**src/rtl/signed_div_frontend_pkg.sv**
```systemverilog
// rtl/signed_div_frontend_pkg.sv - shared divider package: FSM states and result constants
package signed_div_frontend_pkg;

  typedef enum logic [2:0] {
    ST_IDLE,
    ST_CLR,
    ST_RUN,
    ST_WAIT,
    ST_FIX,
    ST_DONE
  } state_t;

  localparam logic [31:0] DIV_ZERO_QUOT = 32'hFFFF_FFFF;
  localparam logic [31:0] INT_MIN       = 32'h8000_0000;

  // Operand is negative only when interpreted as two's complement.
  function automatic logic is_neg(input logic [31:0] x, input logic is_signed);
    return is_signed && ((x & INT_MIN) != 32'h0);
  endfunction

endpackage

```
**src/rtl/cond_negate.sv**
```systemverilog
// rtl/cond_negate.sv - two's-complement negate when enabled, modulo 2^W
module cond_negate #(
  parameter int W = 32
) (
  input  logic [W-1:0] din,
  input  logic         en,
  output logic [W-1:0] dout
);

  assign dout = en ? (~din + {{(W-1){1'b0}}, 1'b1}) : din;

endmodule

```
**src/rtl/signed_div_frontend.sv**
```systemverilog
// rtl/signed_div_frontend.sv - signed/unsigned wrapper sequencing an external unsigned divider
module signed_div_frontend
  import signed_div_frontend_pkg::*;
(
  input  logic        clk,
  input  logic        Rst,
  input  logic        req_valid,
  output logic        req_ready,
  input  logic [31:0] a,
  input  logic [31:0] b,
  input  logic        is_signed,
  output logic        resp_valid,
  input  logic        resp_ready,
  output logic [31:0] quot,
  output logic [31:0] rem,
  output logic        div_by_zero,
  output logic        div_rst,
  output logic        div_run,
  output logic [31:0] div_dvnd,
  output logic [31:0] div_dvsr,
  input  logic [31:0] div_q,
  input  logic [31:0] div_r,
  input  logic        div_rdy
);

  state_t      state;
  state_t      state_nxt;

  logic        sa;
  logic        sb;
  logic [31:0] q_cap;
  logic [31:0] r_cap;

  logic        in_sa;
  logic        in_sb;
  logic [31:0] mag_a;
  logic [31:0] mag_b;
  logic [31:0] fix_q;
  logic [31:0] fix_r;
  logic        b_zero;

  assign in_sa  = is_neg(a, is_signed);
  assign in_sb  = is_neg(b, is_signed);
  assign b_zero = (b == 32'h0);

  cond_negate #(.W(32)) u_neg_a (.din(a),     .en(in_sa),   .dout(mag_a));
  cond_negate #(.W(32)) u_neg_b (.din(b),     .en(in_sb),   .dout(mag_b));
  cond_negate #(.W(32)) u_fix_q (.din(q_cap), .en(sa ^ sb), .dout(fix_q));
  cond_negate #(.W(32)) u_fix_r (.din(r_cap), .en(sa),      .dout(fix_r));

  always_ff @(posedge clk or posedge Rst) begin
    if (Rst) begin
      state <= ST_IDLE;
    end else begin
      state <= state_nxt;
    end
  end

  always_comb begin
    state_nxt = state;
    case (state)
      ST_IDLE: if (req_valid) state_nxt = b_zero ? ST_DONE : ST_CLR;
      ST_CLR:  state_nxt = ST_RUN;
      ST_RUN:  state_nxt = ST_WAIT;
      ST_WAIT: if (div_rdy) state_nxt = ST_FIX;
      ST_FIX:  state_nxt = ST_DONE;
      ST_DONE: if (resp_ready) state_nxt = ST_IDLE;
      default: state_nxt = ST_IDLE;
    endcase
  end

  assign req_ready  = (state == ST_IDLE);
  assign resp_valid = (state == ST_DONE);
  assign div_run    = (state == ST_RUN);
  // The divider is cleared together with the frontend as well as before each run.
  assign div_rst    = Rst || (state == ST_CLR);

  always_ff @(posedge clk or posedge Rst) begin
    if (Rst) begin
      sa          <= 1'b0;
      sb          <= 1'b0;
      div_dvnd    <= 32'h0;
      div_dvsr    <= 32'h0;
      q_cap       <= 32'h0;
      r_cap       <= 32'h0;
      quot        <= 32'h0;
      rem         <= 32'h0;
      div_by_zero <= 1'b0;
    end else begin
      case (state)
        ST_IDLE: begin
          if (req_valid) begin
            sa       <= in_sa;
            sb       <= in_sb;
            div_dvnd <= mag_a;
            div_dvsr <= mag_b;
            // A zero divisor bypasses the divider entirely.
            if (b_zero) begin
              quot        <= DIV_ZERO_QUOT;
              rem         <= a;
              div_by_zero <= 1'b1;
            end else begin
              div_by_zero <= 1'b0;
            end
          end
        end
        ST_WAIT: begin
          if (div_rdy) begin
            q_cap <= div_q;
            r_cap <= div_r;
          end
        end
        ST_FIX: begin
          quot <= fix_q;
          rem  <= fix_r;
        end
        default: begin
        end
      endcase
    end
  end

endmodule

```
**config.mk**
```make
export PLATFORM = sky130hd
export DESIGN_NAME = signed_div_frontend
export DESIGN_NICKNAME = d
export VERILOG_FILES = /design/src/rtl/signed_div_frontend_pkg.sv /design/src/rtl/cond_negate.sv /design/src/rtl/signed_div_frontend.sv
export SDC_FILE = /design/constraint.sdc
export NUM_CORES = 1
export LEC_CHECK = 0
export CAP_MARGIN = 20
export CORE_ASPECT_RATIO = 0.9
export CORE_UTILIZATION = 46
export CTS_BUF_LIST = sky130_fd_sc_hd__clkbuf_2 sky130_fd_sc_hd__clkbuf_4 sky130_fd_sc_hd__clkbuf_8
export DETAILED_ROUTE_END_ITERATION = 7
export PLACE_DENSITY = 0.79
export REMOVE_ABC_BUFFERS = 1
export SLEW_MARGIN = 20
export SYNTH_ARGS = -nofsm -noshare
export SYNTH_HDL_FRONTEND = slang
export SYNTH_SLANG_ARGS = --single-unit
export TNS_END_PERCENT = 50
```
**constraint.sdc**
```tcl
create_clock -name clk -period 6.3 [get_ports clk]
set_clock_uncertainty 0.15 [all_clocks]
set_input_delay 0.945 -clock clk [delete_from_list [all_inputs] [get_ports clk]]
set_output_delay 0.945 -clock clk [all_outputs]
set_load 0.01 [all_outputs]
```
Word level (Yosys, flattened, before mapping)
Cells that the tools add are included.
{"block": "totals", "ff_bits": 198, "latchBits": 0, "mem_bits_rw": 0, "rom_bits": 0, "input_bits": 134, "output_inout_bits": 133, "wordCells": 54, "n_memories": 0}
{"block": "op_classes", "add_sub_neg": 4, "n_mul": 0, "div": 0, "magnitude_cmp": 0, "eq_ne": 9, "n_shift": 0, "mux": 16, "n_bitwise": 5, "n_reduce_logical": 10}
{"op": "2-to-1 mux 32 bit", "n": 8}
{"op": "adder 32 x 1 -> 32 bit (second input constant)", "n": 4}
{"op": "inverter 32 bit", "n": 4}
{"op": "case mux 32 bit (2 select lines)", "n": 2}
{"op": "zero test 32 bit", "n": 1}
{"op": "case mux 3 bit (6 select lines)", "n": 1}
{"op": "2-to-1 mux 3 bit", "n": 4}
{"op": "equality test 3 x 2 -> 1 bit (second input constant)", "n": 2}
{"op": "equality test 3 bit (second input constant)", "n": 2}
{"op": "AND reduction 3 bit", "n": 2}
{"op": "inequality test 2 x 1 -> 1 bit (second input constant)", "n": 2}
{"op": "inequality test 2 bit (second input constant)", "n": 2}
{"op": "AND reduction 2 bit", "n": 2}
{"op": "equality test 3 x 1 -> 1 bit (second input constant)", "n": 1}
{"op": "zero test 3 bit", "n": 1}
{"op": "logical AND 1 bit", "n": 2}
{"op": "nonzero test 2 bit", "n": 1}
{"op": "logical OR 1 bit", "n": 1}
{"op": "2-to-1 mux 1 bit", "n": 1}
{"op": "bitwise XOR 1 bit", "n": 1}

Longest topological paths before layout
{"block": "logic_depth", "word_depth": 4, "mapped_depth": 10, "mapped_depth_nobuf": 8}

By module
From an unflattened synthesis, not the netlist that was laid out.
{"block": "hier_totals", "cells_unflattened": 1172, "area_unflattened_um2": 11617.4}
{"module": "signed_div_frontend", "n_inst": 1, "cells_each": 776, "area_per_inst_um2": 8509.4, "seq_area_each_um2": 4954.8}
{"module": "cond_negate", "n_inst": 4, "cells_each": 99, "area_per_inst_um2": 777.0, "seq_area_each_um2": 0.0}

Least setup slack after synthesis
No wires, ideal clock.
{"block": "synth_timing", "kind": "input to output", "startpoint": "input Rst", "endpoint": "output div_rst", "arrival_ps": 5558, "required_ps": 5205, "path_slack_ps": -353, "path_stages": 2, "path_buffers": 0, "cell_sequence": "inv_1 -> nand2_1"}
{"block": "synth_via", "elab_chain_cells": 1}
{"item": "start, declared", "line": "signed_div_frontend.sv:6", "rtl": "input logic Rst,"}
{"item": "logical OR 1 bit", "line": "signed_div_frontend.sv:76", "rtl": "assign div_rst = Rst || (state == ST_CLR);"}
{"item": "end, declared", "line": "signed_div_frontend.sv:17", "rtl": "output logic div_rst,"}
Every way passes these cells.

Final worst setup path
{"block": "layout_timing", "startpoint": "input b[8]", "endpoint": "register rem[11]"}
{"block": "layout_via", "elab_chain_cells": 3}
{"item": "start, declared", "line": "signed_div_frontend.sv:10", "rtl": "input logic [31:0] b,"}
{"item": "zero test 32 bit", "line": "signed_div_frontend.sv:44", "rtl": "assign b_zero = (b == 32'h0);"}
{"item": "inequality test 2 x 1 -> 1 bit (no source line)"}
{"item": "AND reduction 3 bit (no source line)"}
{"item": "end signal, assigned", "line": "signed_div_frontend.sv:115", "rtl": "rem <= fix_r;"}
{"item": "end, declared", "line": "signed_div_frontend.sv:15", "rtl": "output logic [31:0] rem,"}
Every way passes these cells.
A chain may end at the register's enable or synchronous reset.

==> out/qor.csv <==
stage;metric;value;unit
route;DRC violations left;0;
clock_network;htree depth;4;
global_routing;GRT Total Usage;25.04;%
timing;setup ws final;2.322;ns
yosys;top_reg_cell synth;dfrtp_1;
timing;minimum clock period;3.978;ns
cells_and_area;# diodes;0;
hold_path;min-delay src;div_dvnd[7]$_DFFE_PP0P_;
yosys;ys async rst share;100.0;%
route;wire per inst;17.93;um
clock_network;CTS tree;done;
critical_path;delay-heaviest family, CP;simple AND/OR/NAND/NOR gates;
pwr;leakage power;0.005409;uW
critical_path;Worst path max stage delay;0.64;ns
yosys;Synth Area per Inst;9.877;um^2
global_routing;first-pass GRT wire length;43070;um
die;io pins;267;
clock_network;clk sinks;198;
yosys;top cell type's share of synthesized area;48.85;%
run_status;status;completed;
critical_path;CP max stage cell;a41oi_2;
yosys;Post-synth top cells;198 x dfrtp_1, 113 x nand2_1, 113 x o21ai_0;
yosys;count leader, synth;dfrtp_1;
critical_path;FF-to-FF Start;r_cap[0]$_DFFE_PP0P_;
hold_path;min-delay worst type;flop to flop;
global_routing;initial antenna violation count;0;
yosys;Yosys cell types;52;
clock_network;Worst-path clk slew;0.09;ns
timing;Tcrit/Tclk final;63.14;%
timing;RSZ-0062 raised after global routing;no;
yosys;Post-synth EDFFs;0;
critical_path;RR Endpoint;rem[29]$_DFFE_PP0P_;
yosys;cells after synthesis;1027;
critical_path;WP depth;6;
route;DR vias/cell;5.449;
die;DIE AREA;0.02265;mm^2
route;DRT iter0 DRCs;584;
critical_path;Critical Path, Cell by Cell;clkdlybuf4s50_1 > or3_1 > or4_4 > nor4_4 > a41oi_2 > a221o_1;
clock_network;clk_lat worst skew;0.46;ns
pwr;worst vdd ir;0.2910;mV
clock_network;Clock Tree Root;clkbuf_8;
placed_design;gpl congestion;0.9186;
placed_design;Inst Count DP;1536;
hold_path;worst hold stages;2;
timing;Final Max Slew Viols;0;
critical_path;CP required;6.49;ns
hold_path;Endpoint, Worst Hold;div_dvnd[7]$_DFFE_PP0P_;
yosys;register area share after synthesis;48.85;%
job;max_cap viols;0;
placed_design;Area after DPL;0.01300;mm^2
clock_network;clock buffer count from CTS;17;
global_routing;GR Overflow Total;0;
critical_path;CP bufs+invs;1;
yosys;Area contributors post-synth;dfrtp_1 49%, mux2_2 7.1%, xnor2_1 5.7%;
cells_and_area;P&R area growth vs syn;31.95;%
yosys;Seq cells post-synth;198;
die;Die W;158.5;um
clock_network;Post-CTS Hold Buffers;0;
pwr;PD cells;457.5;mW/mm^2
critical_path;Startpoint Class;input pin;
placed_design;Port Buffers;266;
cells_and_area;Final Net Count;1402;
global_routing;largest net degree at the start of global routing;135;
cells_and_area;Post-Layout Inst Area;0.01338;mm^2
timing;Least-Margin Pin Slew;1.047;ns
cells_and_area;fin cells;1567;
timing;Hold Vio Cnt, Final;0;
timing;post-route setup TNS;0;ns
timing;relative slew slack;30.19;%
cells_and_area;share of layout cells above drive strength 1;8.777;%
global_routing;vias in the first global route;8111;
die;row count;51;
route;via count;8539;
yosys;Mapped Area;0.01014;mm^2
critical_path;Worst Setup SP;b[8];
critical_path;WP data arrival;4.17;ns
clock_network;post-CTS setup buffer count;0;
clock_network;Post-CTS Resized;0;
timing;Fmax;251.4;MHz
route;WL final;28100;um
die;core area;0.02163;mm^2
critical_path;worst reg2reg path depth;6;
pwr;Pwr Total;6123;uW
critical_path;CP max FO;22;
route;DRT Pass-1 Iters;4;
placed_design;Post-DP HPWL;20830;um
critical_path;reg2reg setup slack;3.36;ns
die;Die H;142.9;um
yosys;Yosys top cell by area;dfrtp_1;
critical_path;critical path class;input pin to flop;
timing;# setup viols final;0;
route;Routed Antenna Nets;0;
yosys;Synthesis Warnings;0;
clock_network;Max clock buf depth;2;
placed_design;pre-CTS setup slack;1.880;ns
die;Initial Util;46.89;%
critical_path;Critical Path Sink Type;flop;
metal layers:
layer | up-vias | part of all wire [%] | global-route usage, %
li1 | 4093 | - | -
met3 | 58 | 7.1 | 6.282
met2 | 317 | 47 | 40.14
met4 | 0 | 4.0 | 10.78
met5 | - | 0 | 0
met1 | 4071 | 41 | 32.04
tightest hold or removal path, cell delays in order, from the launching register on:
cell and delay (ns):
dfrtp_1 0.35, nand2_1 0.04, o21ai_0 0.06
registers in the layout, indices dropped and copies added (netlist names):
register     flops
div_by_zero      1
div_dvnd        32
div_dvsr        32
q_cap           32
quot            32
r_cap           32
rem             32
sa               1
sb               1
state            3
cells by family (layout without fill, tap and decap cells):
logic type	after synthesis	after routing	share of synthesized area, %
flops	198	198	48.85
fa+ha+maj	4	4	0.4934
compound gates	246	246	14.09
buf+inv	67	316	2.800
xor+xnor	120	120	10.36
mux	82	82	8.881
simple gates	310	310	14.53
where the power goes:
group          internal [uW]  switching (uW)  leakage (uW)  total (uW)
logic                   1550            1310       0.00283        2860
clock network            344             450      0.000186         794
registers               1890             581       0.00239        2470
total                   3790            2340       0.00541        6120
cells in the final DEF (no fill, tap or decap), types with 5 or more instances in the layout:
| cell | instances |
|---|---|
| a21oi_1 | 65 |
| a221o_1 | 5 |
| a22oi_1 | 8 |
| a31oi_1 | 11 |
| and2_1 | 6 |
| buf_4 | 5 |
| clkbuf_8 | 19 |
| clkdlybuf4s50_1 | 266 |
| dfrtp_1 | 197 |
| inv_1 | 12 |
| mux2_2 | 64 |
| mux2i_1 | 18 |
| nand2_1 | 112 |
| nand3_1 | 5 |
| nand4_1 | 6 |
| nor2_1 | 91 |
| nor3_1 | 22 |
| nor3b_1 | 7 |
| nor4_1 | 18 |
| o21ai_0 | 113 |
| o31ai_1 | 17 |
| o41ai_1 | 15 |
| or3_1 | 9 |
| or4_1 | 9 |
| xnor2_1 | 66 |
| xor2_1 | 53 |
stage by stage:
stage	hold slack [ns]	util (%)
final	0.3325	61.87
after global routing	0.3622	61.87
after global placement	0.3113	60.08
after detailed placement	0.3201	60.08
after CTS	0.3403	61.81
after floorplan	0.3502	-
layout make-up:
| cell class | count | area (um^2) |
|---|---|---|
| Clock buffer | 21 | 276.5 |
| Clock inverter | 10 | 97.59 |
| Fill cell | 1827 | 8248 |
| Inverter | 13 | 56.30 |
| Multi-Input combinational cell | 762 | 4922 |
| Sequential cell | 198 | 4956 |
| Tap cell | 291 | 364.1 |
| Timing Repair Buffer | 272 | 2711 |
worst max-delay path by stage:
stage | end | slack (ns)
after floorplan | div_rst | -0.35
after global placement | rem[11]$_DFFE_PP0P_ | 1.98
after detailed placement | rem[25]$_DFFE_PP0P_ | 1.88
after CTS | rem[14]$_DFFE_PP0P_ | 2.38
after global routing | rem[30]$_DFFE_PP0P_ | 2.14
final | rem[11]$_DFFE_PP0P_ | 2.32
No activity file was read; power rests on OpenSTA's default activity.
